--- src/rtl/approx_prod_recon.sv ---
// approx_prod_recon: approximate multiplier back end. Multiplies the top K
// bits of two normalised operands with a shift-add engine, then de-normalises.
// Ports: clk, reset (async, active low)
//   in_valid/in_ready, norm_a/norm_b, shift_a/shift_b : operand handshake
//   out_valid/out_ready, product[2W-1:0]              : result handshake
//   busy : high while multiplying or aligning
module approx_prod_recon #(
  parameter int W  = 16,
  parameter int K  = 8,
  parameter int SW = 5
) (
  input  logic            clk,
  input  logic            reset,
  input  logic            in_valid,
  output logic            in_ready,
  input  logic [W-1:0]    norm_a,
  input  logic [W-1:0]    norm_b,
  input  logic [SW-1:0]   shift_a,
  input  logic [SW-1:0]   shift_b,
  output logic            out_valid,
  input  logic            out_ready,
  output logic [2*W-1:0]  product,
  output logic            busy
);

  localparam int CW = (K > 1) ? $clog2(K) : 1;

  typedef enum logic [1:0] {
    IDLE,
    MUL,
    ALIGN,
    DONE
  } state_t;

  state_t state;
  state_t state_nx;

  logic [K-1:0]   ta;
  logic [K-1:0]   tb;
  logic [SW:0]    s;
  logic [2*K-1:0] acc;
  logic [CW-1:0]  cnt;

  logic           accept;
  logic           zero_op;
  logic [K-1:0]   in_ta;
  logic [K-1:0]   in_tb;
  logic [CW-1:0]  idx;
  logic [2*K-1:0] pp;
  logic [2*W-1:0] full;
  logic [2*W-1:0] aligned;

  assign in_ta = norm_a[W-1 -: K];
  assign in_tb = norm_b[W-1 -: K];

  generate
    if (K < W) begin : g_drop
      logic unused_lsbs;
      assign unused_lsbs = ^{norm_a[W-K-1:0], norm_b[W-K-1:0]};
    end
  endgenerate

  assign accept  = in_valid && in_ready;
  assign zero_op = (shift_a >= SW'(W)) ||
                   (shift_b >= SW'(W)) ||
                   (in_ta == '0)       ||
                   (in_tb == '0);

  // cnt runs K-1..0, so the multiplier bit is taken LSB first
  assign idx = CW'(K - 1) - cnt;
  assign pp  = tb[idx] ? ({{K{1'b0}}, ta} << idx) : '0;

  // left-justify the K*K product in 2W bits, then undo normalisation
  assign full    = (2*W)'(acc) << (2*W - 2*K);
  assign aligned = (s > (SW+1)'(2*W - 2)) ? '0 : (full >> s);

  always_ff @(posedge clk or negedge reset) begin
    if (!reset) begin
      state <= IDLE;
    end else begin
      state <= state_nx;
    end
  end

  always_comb begin
    state_nx = state;
    unique case (state)
      IDLE: begin
        if (accept) begin
          state_nx = zero_op ? DONE : MUL;
        end
      end
      MUL: begin
        if (cnt == '0) begin
          state_nx = ALIGN;
        end
      end
      ALIGN: begin
        state_nx = DONE;
      end
      DONE: begin
        if (out_ready) begin
          state_nx = IDLE;
        end
      end
      default: begin
        state_nx = IDLE;
      end
    endcase
  end

  always_comb begin
    in_ready  = 1'b0;
    out_valid = 1'b0;
    busy      = 1'b0;
    unique case (1'b1)
      (state == IDLE):  in_ready  = 1'b1;
      (state == DONE):  out_valid = 1'b1;
      (state == MUL),
      (state == ALIGN): busy      = 1'b1;
      default: ;
    endcase
  end

  always_ff @(posedge clk or negedge reset) begin
    if (!reset) begin
      ta      <= '0;
      tb      <= '0;
      s       <= '0;
      acc     <= '0;
      cnt     <= '0;
      product <= '0;
    end else begin
      unique case (state)
        IDLE: begin
          if (accept) begin
            ta  <= in_ta;
            tb  <= in_tb;
            s   <= {1'b0, shift_a} + {1'b0, shift_b};
            acc <= '0;
            cnt <= CW'(K - 1);
            if (zero_op) begin
              product <= '0;
            end
          end
        end
        MUL: begin
          acc <= acc + pp;
          cnt <= cnt - 1'b1;
        end
        ALIGN: begin
          product <= aligned;
        end
        default: ;
      endcase
    end
  end

endmodule

--- config.mk ---
export PLATFORM = sky130hd
export DESIGN_NAME = approx_prod_recon
export DESIGN_NICKNAME = d
export VERILOG_FILES = /design/src/rtl/approx_prod_recon.sv
export SDC_FILE = /design/constraint.sdc
export NUM_CORES = 1
export LEC_CHECK = 0
export CORE_UTILIZATION = 45
export CTS_BUF_LIST = sky130_fd_sc_hd__clkbuf_8
export CTS_CLUSTER_SIZE = 20
export DETAILED_ROUTE_END_ITERATION = 10
export GPL_TIMING_DRIVEN = 0
export PLACE_DENSITY = 0.75
export SLEW_MARGIN = 20
export SYNTH_ARGS = -nofsm -noshare
export SYNTH_HDL_FRONTEND = slang
export SYNTH_SLANG_ARGS = --single-unit
--- constraint.sdc ---
create_clock -name clk -period 7.6 [get_ports clk]
set_clock_uncertainty 0.2 [all_clocks]
set_input_delay 0.76 -clock clk [delete_from_list [all_inputs] [get_ports clk]]
set_output_delay 0.76 -clock clk [all_outputs]
set_load 0.02 [all_outputs]
==> results.ini, run 1 <==
[synth]
synth_top_area_share = 0.366
ys_types = 56
syn_nets = 626
synthTopCellsByCount = 75 x dfrtp_1, 54 x nand2_1, 46 x a21oi_1, 39 x nor2_1, 35 x mux2i_1
synth-edff-count = 0
synth.most_common_cell = dfrtp_1
synthFlopType = dfrtp_1
syn_inst = 551
syn_area_per_cell_um2 = 9.31
ys_ff_latch = 75
synth.largest_area_cell = dfrtp_1
mappedNetlistArea_um2 = 5130
synthArstFlopShare = 1.00
yosysWarnings = 0
ys_seq_area_frac = 0.366
yosys-top-cells-area = dfrtp_1 37%, mux2i_1 6.8%, ha_1 6.6%

[drt]
wire_per_inst_um = 16.8
ant_nets = 0
routed_wl_um = 13000
drc_errors = 0
dr.pass1.iters = 4
routed-via-count = 4494
vias_per_cell = 5.82
drtIter0Drc = 196

[place]
dp_hpwl_um = 10100
routabilityCongestion = 0.916
io_buffers = 64

[critical_path]
end_kind = flip-flop
path_class = reg2reg
worstPathRequired_ps = 7640
cp-start-kind = flip-flop
reg2reg_from = cnt[0]
cp-endpoint = acc[15]
cp_slowest_cell = mux4_2
cp_max_fo = 8
rr_worst_depth = 14
r2r_slack_ps = 3690
path_cells = buf_2, mux4_2, nand2_1, and2_1, clkbuf_1, a21oi_1, ha_1, a21o_1, a31oi_1, o21ai_1, or4_1, a31oi_1, or3_1, a21oi_1
crit_path_max_incr_delay_ps = 550
r2r_end = acc[15]
arrival_ps = 3960
startpoint = cnt[0]

[floorplanning]
die_x_um = 109
row_count = 38
die_area_um2 = 11800
initial_core_util = 0.467
io_pins = 81
coreArea_um2 = 11000
die_y_um = 109

[cells_and_area]
final_util = 0.566
drive_above_1_share = 0.103
syn2layout_area_growth_pct = 21.1
fin_nets = 702
diodes = 0

[pwr]
sw_frac_of_total = 0.460
p_leak_nw = 2.76
p_int_mw = 1.39
power.total_mw = 2.58
power_density_nw_per_um2 = 415
ir_drop_mv = 0.238
p_switching_mw = 1.19
pwr-share-comb = 0.609
seq_power_share = 0.245
p_clk_frac = 0.146

[clock_tree]
cts_made_buffers = 9
clockBufferDepth = 2
ctsResizeCount = 0
cts.clk_slew.worst_paths_ps = 80
cts_max_level = 3
clkSinkCount = 75
cts_setup_buffers = 0
clk_latency_ps = 360
holdBufCountCts = 0
tritoncts = built
cts_root_buf = clkbuf_8

[global_route]
grt.overflow.total = 0
grt_pass1_vias = 4652
grt_max_degree = 51
grt_pass1_wl_um = 22100
track_usage = 0.240
antenna_found_initial = 0

[timing]
setup_viol = 0
setup_tns_ps = 0
rsz0062_at_grt = false
fin_crit_sh = 0.515
relSlewSlack = 0.598
hold_ws_ps = 101
final_max_slew_viol_count = 0
min_period_ps = 3910
fmaxAchievable_ghz = 0.256
finalHoldViolCount = 0
tightest_slew_ps = 600

[hold_path]
worstHoldPathType = in2async

[flow_run]
cap_violations = 0

[status]
status = finished, final reports clean

## critical path, delay by kind of cell, from the launching register on
kind	cells	cell delay (ps)
compound gates	6	900
fa+ha+maj	1	370
buf+inv	2	450
flops	1	320
mux	1	550
simple gates	4	990
## worst min-delay path by stage
| stage | endpoint | depth (start not counted) |
|---|---|---|
| 2_1_floorplan | acc[0] | 0 |
| 3_3_place_gp | product[5] | 2 |
| 3_5_place_dp | product[25] | 2 |
| 4_1_cts | product[19] | 1 |
| 5_1_grt | product[19] | 1 |
| 6_report | product[16] | 1 |
## placed cells by master, fill, tap and decap left out, types with 9 or more instances in the layout
cell	instances
nor2b_1	12
clkbuf_8	9
buf_2	10
mux2i_1	35
o21ai_1	18
dfrtp_1	75
mux2_2	23
o21ai_0	22
nand3_1	9
ha_1	27
nand2_1	54
nor3_1	10
clkbuf_1	16
inv_1	19
nor2_1	39
a21oi_1	46
clkdlybuf4s50_1	63
a22o_1	24
nand2b_1	11
## cells by family after synthesis
kind of cell | count (synthesis) | synth area share
buf+inv | 50 | 0.0412
fa+ha+maj | 29 | 0.0736
flops | 75 | 0.366
simple gates | 159 | 0.152
mux | 64 | 0.143
compound gates | 162 | 0.204
xor+xnor | 12 | 0.0205
## power groups by stage
| stage | sequential, mW | combinational, mW | clock, mW |
|---|---|---|---|
| after floorplan | 0.637 | 1.14 | 0 |
| after global placement | 0.633 | 1.51 | 0 |
| after detailed placement | 0.640 | 1.55 | 0 |
| after CTS | 0.632 | 1.56 | 0.383 |
| final | 0.633 | 1.57 | 0.377 |
| after global routing | 0.651 | 1.73 | 0.398 |
## state kept, by name, indices dropped and copies added, names as in the netlist
register / count
product: 32
acc: 16
ta: 8
tb: 8
s: 6
cnt: 3
state: 2
## metal layers
| layer | share of wire | vias to the layer above | GRT usage |
|---|---|---|---|
| li1 | - | 2165 | - |
| met1 | 0.43 | 2189 | 0.281 |
| met2 | 0.52 | 116 | 0.437 |
| met3 | 0.038 | 24 | 0.0395 |
| met4 | 0.022 | 0 | 0.0898 |
| met5 | 0 | - | 0 |
## stage by stage
| stage | area (µm²) | std cells | setup slack, ps |
|---|---|---|---|
| after floorplan | 5130 | 551 | 4170 |
| after global placement | 5950 | 755 | 3120 |
| after detailed placement | 5970 | 756 | 3720 |
| after CTS | 6210 | 772 | 3710 |
| after global routing | 6210 | 772 | 3430 |
| final | 6210 | 772 | 3690 |
## final cells by class
type	instances	area [µm²]
Fill cell	977	4770
Multi-Input combinational cell	426	3040
Sequential cell	75	1880
Timing Repair Buffer	65	666
Tap cell	140	175
Buffer	31	140
Clock buffer	9	124
Clock inverter	7	116
Inverter	19	71.3
No activity file was read; power rests on OpenSTA's default activity.
==> run 2: changes to the inputs <==
- clock period: 7.6 -> 4.1 ns (I/O delays scaled with it)
==> run 2 against run 1 <==
Utilization is 0.068 points higher. Wire length increased by 0.41%. Clock power rose by 86%. Largest power group unchanged.
==> results.ini, run 2 (synthesis gave the netlist of run 1 again) <==
[status]
status = finished, final reports clean

[hold_path]
worstHoldPathType = reg2reg

[global_route]
grt_pass1_wl_um = 22100  ; unchanged
busiest_layer = met2
use_met2 = 0.437  ; unchanged
antenna_found_initial = 0  ; unchanged
use_met3 = 0.0395  ; unchanged
track_usage = 0.240  ; unchanged
grt_max_degree = 51  ; unchanged
grt.overflow.total = 0  ; unchanged
use_met1 = 0.281  ; unchanged
grt_pass1_vias = 4652  ; unchanged

[critical_path]
arrival_ps = 3850  ; -110 ps
path_class = reg2reg
cp_max_fo = 8  ; unchanged
worstPathRequired_ps = 4150  ; -3490 ps
cp-start-kind = flip-flop
end_kind = flip-flop

[place]
dp_hpwl_um = 10100  ; unchanged
io_buffers = 64  ; unchanged
dpl_cell_area_um2 = 5970  ; unchanged
routabilityCongestion = 0.916  ; unchanged
place_ws_ps = 222  ; -3500 ps

[cells_and_area]
syn2layout_area_growth_pct = 21.2
fin_nets = 702  ; unchanged
drive_above_1_share = 0.104  ; +0.00158
final_common_cell = dfrtp_1
final_util = 0.566  ; +0.000683
most-common-layout-cells = 75 x dfrtp_1, 63 x clkdlybuf4s50_1, 54 x nand2_1
regMostFlops = product
diodes = 0  ; unchanged
final_area_um2 = 6220  ; +0.12%
largest_reg_flops = 32  ; unchanged
top_regs = product (32), acc (16)

[timing]
rsz0062_at_grt = false
fmaxAchievable_ghz = 0.263  ; +3.0%
fin_crit_sh = 0.926  ; +0.412
tightest_slew_ps = 617  ; +17.5 ps
relSlewSlack = 0.586  ; -0.0117
setup_tns_ps = 0  ; unchanged
final_max_slew_viol_count = 0  ; unchanged
setup_viol = 0  ; unchanged
finalHoldViolCount = 0  ; unchanged
hold_ws_ps = 282  ; +181 ps
min_period_ps = 3800  ; -115 ps
worst_slack_ps = 302  ; -3390 ps

[drt]
drc_errors = 0  ; unchanged
vias_per_cell = 5.86  ; +0.73%
ant_nets = 0  ; unchanged
routed-via-count = 4527  ; +0.73%
dr.pass1.iters = 4  ; unchanged
wire_per_inst_um = 16.9  ; +0.41%
routed_wl_um = 13000  ; +0.41%
drtIter0Drc = 214  ; +9.2%

[clock_tree]
clk_latency_ps = 360  ; about the same
tritoncts = built
cts_max_level = 3  ; unchanged
cts.clk_slew.worst_paths_ps = 90  ; about the same
cts_root_buf = clkbuf_8
cts_made_buffers = 9  ; unchanged
clockBufferDepth = 2  ; unchanged
clkSinkCount = 75  ; unchanged
cts_setup_buffers = 0  ; unchanged

[pwr]
power_density_nw_per_um2 = 769  ; +85%
p_leak_nw = 2.76  ; +0.21%
p_int_mw = 2.58  ; +85%
sw_frac_of_total = 0.461  ; +0.000643
p_switching_mw = 2.20  ; +86%
p_clk_frac = 0.146  ; about the same
ir_drop_mv = 0.442  ; +86%
seq_power_share = 0.245  ; about the same
pwr-share-comb = 0.609  ; about the same

[floorplanning]
io_pins = 81  ; unchanged
die_x_um = 109  ; unchanged
row_count = 38  ; unchanged
die_y_um = 109  ; unchanged
initial_core_util = 0.467  ; unchanged
coreArea_um2 = 11000  ; unchanged
die_area_um2 = 11800  ; unchanged

[flow_run]
cap_violations = 0  ; unchanged

[run 2: cell count changes in the layout (fill, tap and decap cells not counted)]
cell / before / now
buf_1: 3 / 2
clkbuf_2: 0 / 1
clkbuf_1: 16 / 15
dlygate4sd3_1: 0 / 1
[run 2: power groups by stage]
| stage | clock, mW | combinational (mW) | sequential [mW] |
|---|---|---|---|
| final | 0.701 | 2.91 | 1.17 |
| after global routing | 0.737 | 3.21 | 1.21 |
| after CTS | 0.710 | 2.89 | 1.17 |
| after detailed placement | 0 | 2.87 | 1.19 |
| after global placement | 0 | 2.79 | 1.17 |
| after floorplan | 0 | 2.11 | 1.18 |
[run 2: routing by layer]
layer / vias up / part of all wire
li1: 2171 / -
met1: 2206 / 0.43
met2: 125 / 0.51
met3: 25 / 0.033
met4: 0 / 0.023
met5: - / 0
[run 2: worst max-delay path: stages (launching register included)]
cell	delay (ps)
dfrtp_1	320
buf_2	220
mux4_2	560
nand2_1	180
and2_1	280
a21oi_1	90
ha_1	370
a21o_1	220
a31oi_1	140
o21ai_1	100
or4_1	520
a31oi_1	280
or3_1	150
a21oi_1	50
[run 2: per-stage QoR]
stage | instances | total power, mW
3_3_place_gp | 755 | 3.97
6_report | 772 | 4.79
5_1_grt | 772 | 5.15
4_1_cts | 773 | 4.77
3_5_place_dp | 756 | 4.06
2_1_floorplan | 551 | 3.29
[run 2: layout make-up]
cell class                 instances  area (µm²)
timing repair buffer              66         676
tap                              140         175
inverter                          19        71.3
multi-input combinational        426        3040
clock buffer                       9         124
buffer                            30         138
clock inverter                     7         116
sequential                        75        1880
fill                             975        4760
[run 2: path summary, 6_finish.rpt]
kind / startpoint / endpoint / slack [ps] / depth (start not counted)
worst max-delay path: cnt[0] / acc[15] / 300 / 13
worst min-delay path: product[5] / product[5] / 280 / 2
worst max register to register: cnt[0] / acc[15] / 300 / 13
worst min register to register: product[5] / product[5] / 280 / 2
max in group asynchronous: reset / acc[10] / 2850 / 3
min in group asynchronous: reset / product[16] / 290 / 2
[run 2: repair_timing]
item / 4_1_cts / 5_1_grt
resized for setup: 0 / 1
hold endpoints to repair: 25 / 0
setup endpoints to repair: 0 / 1
hold buffers: 1 / 0
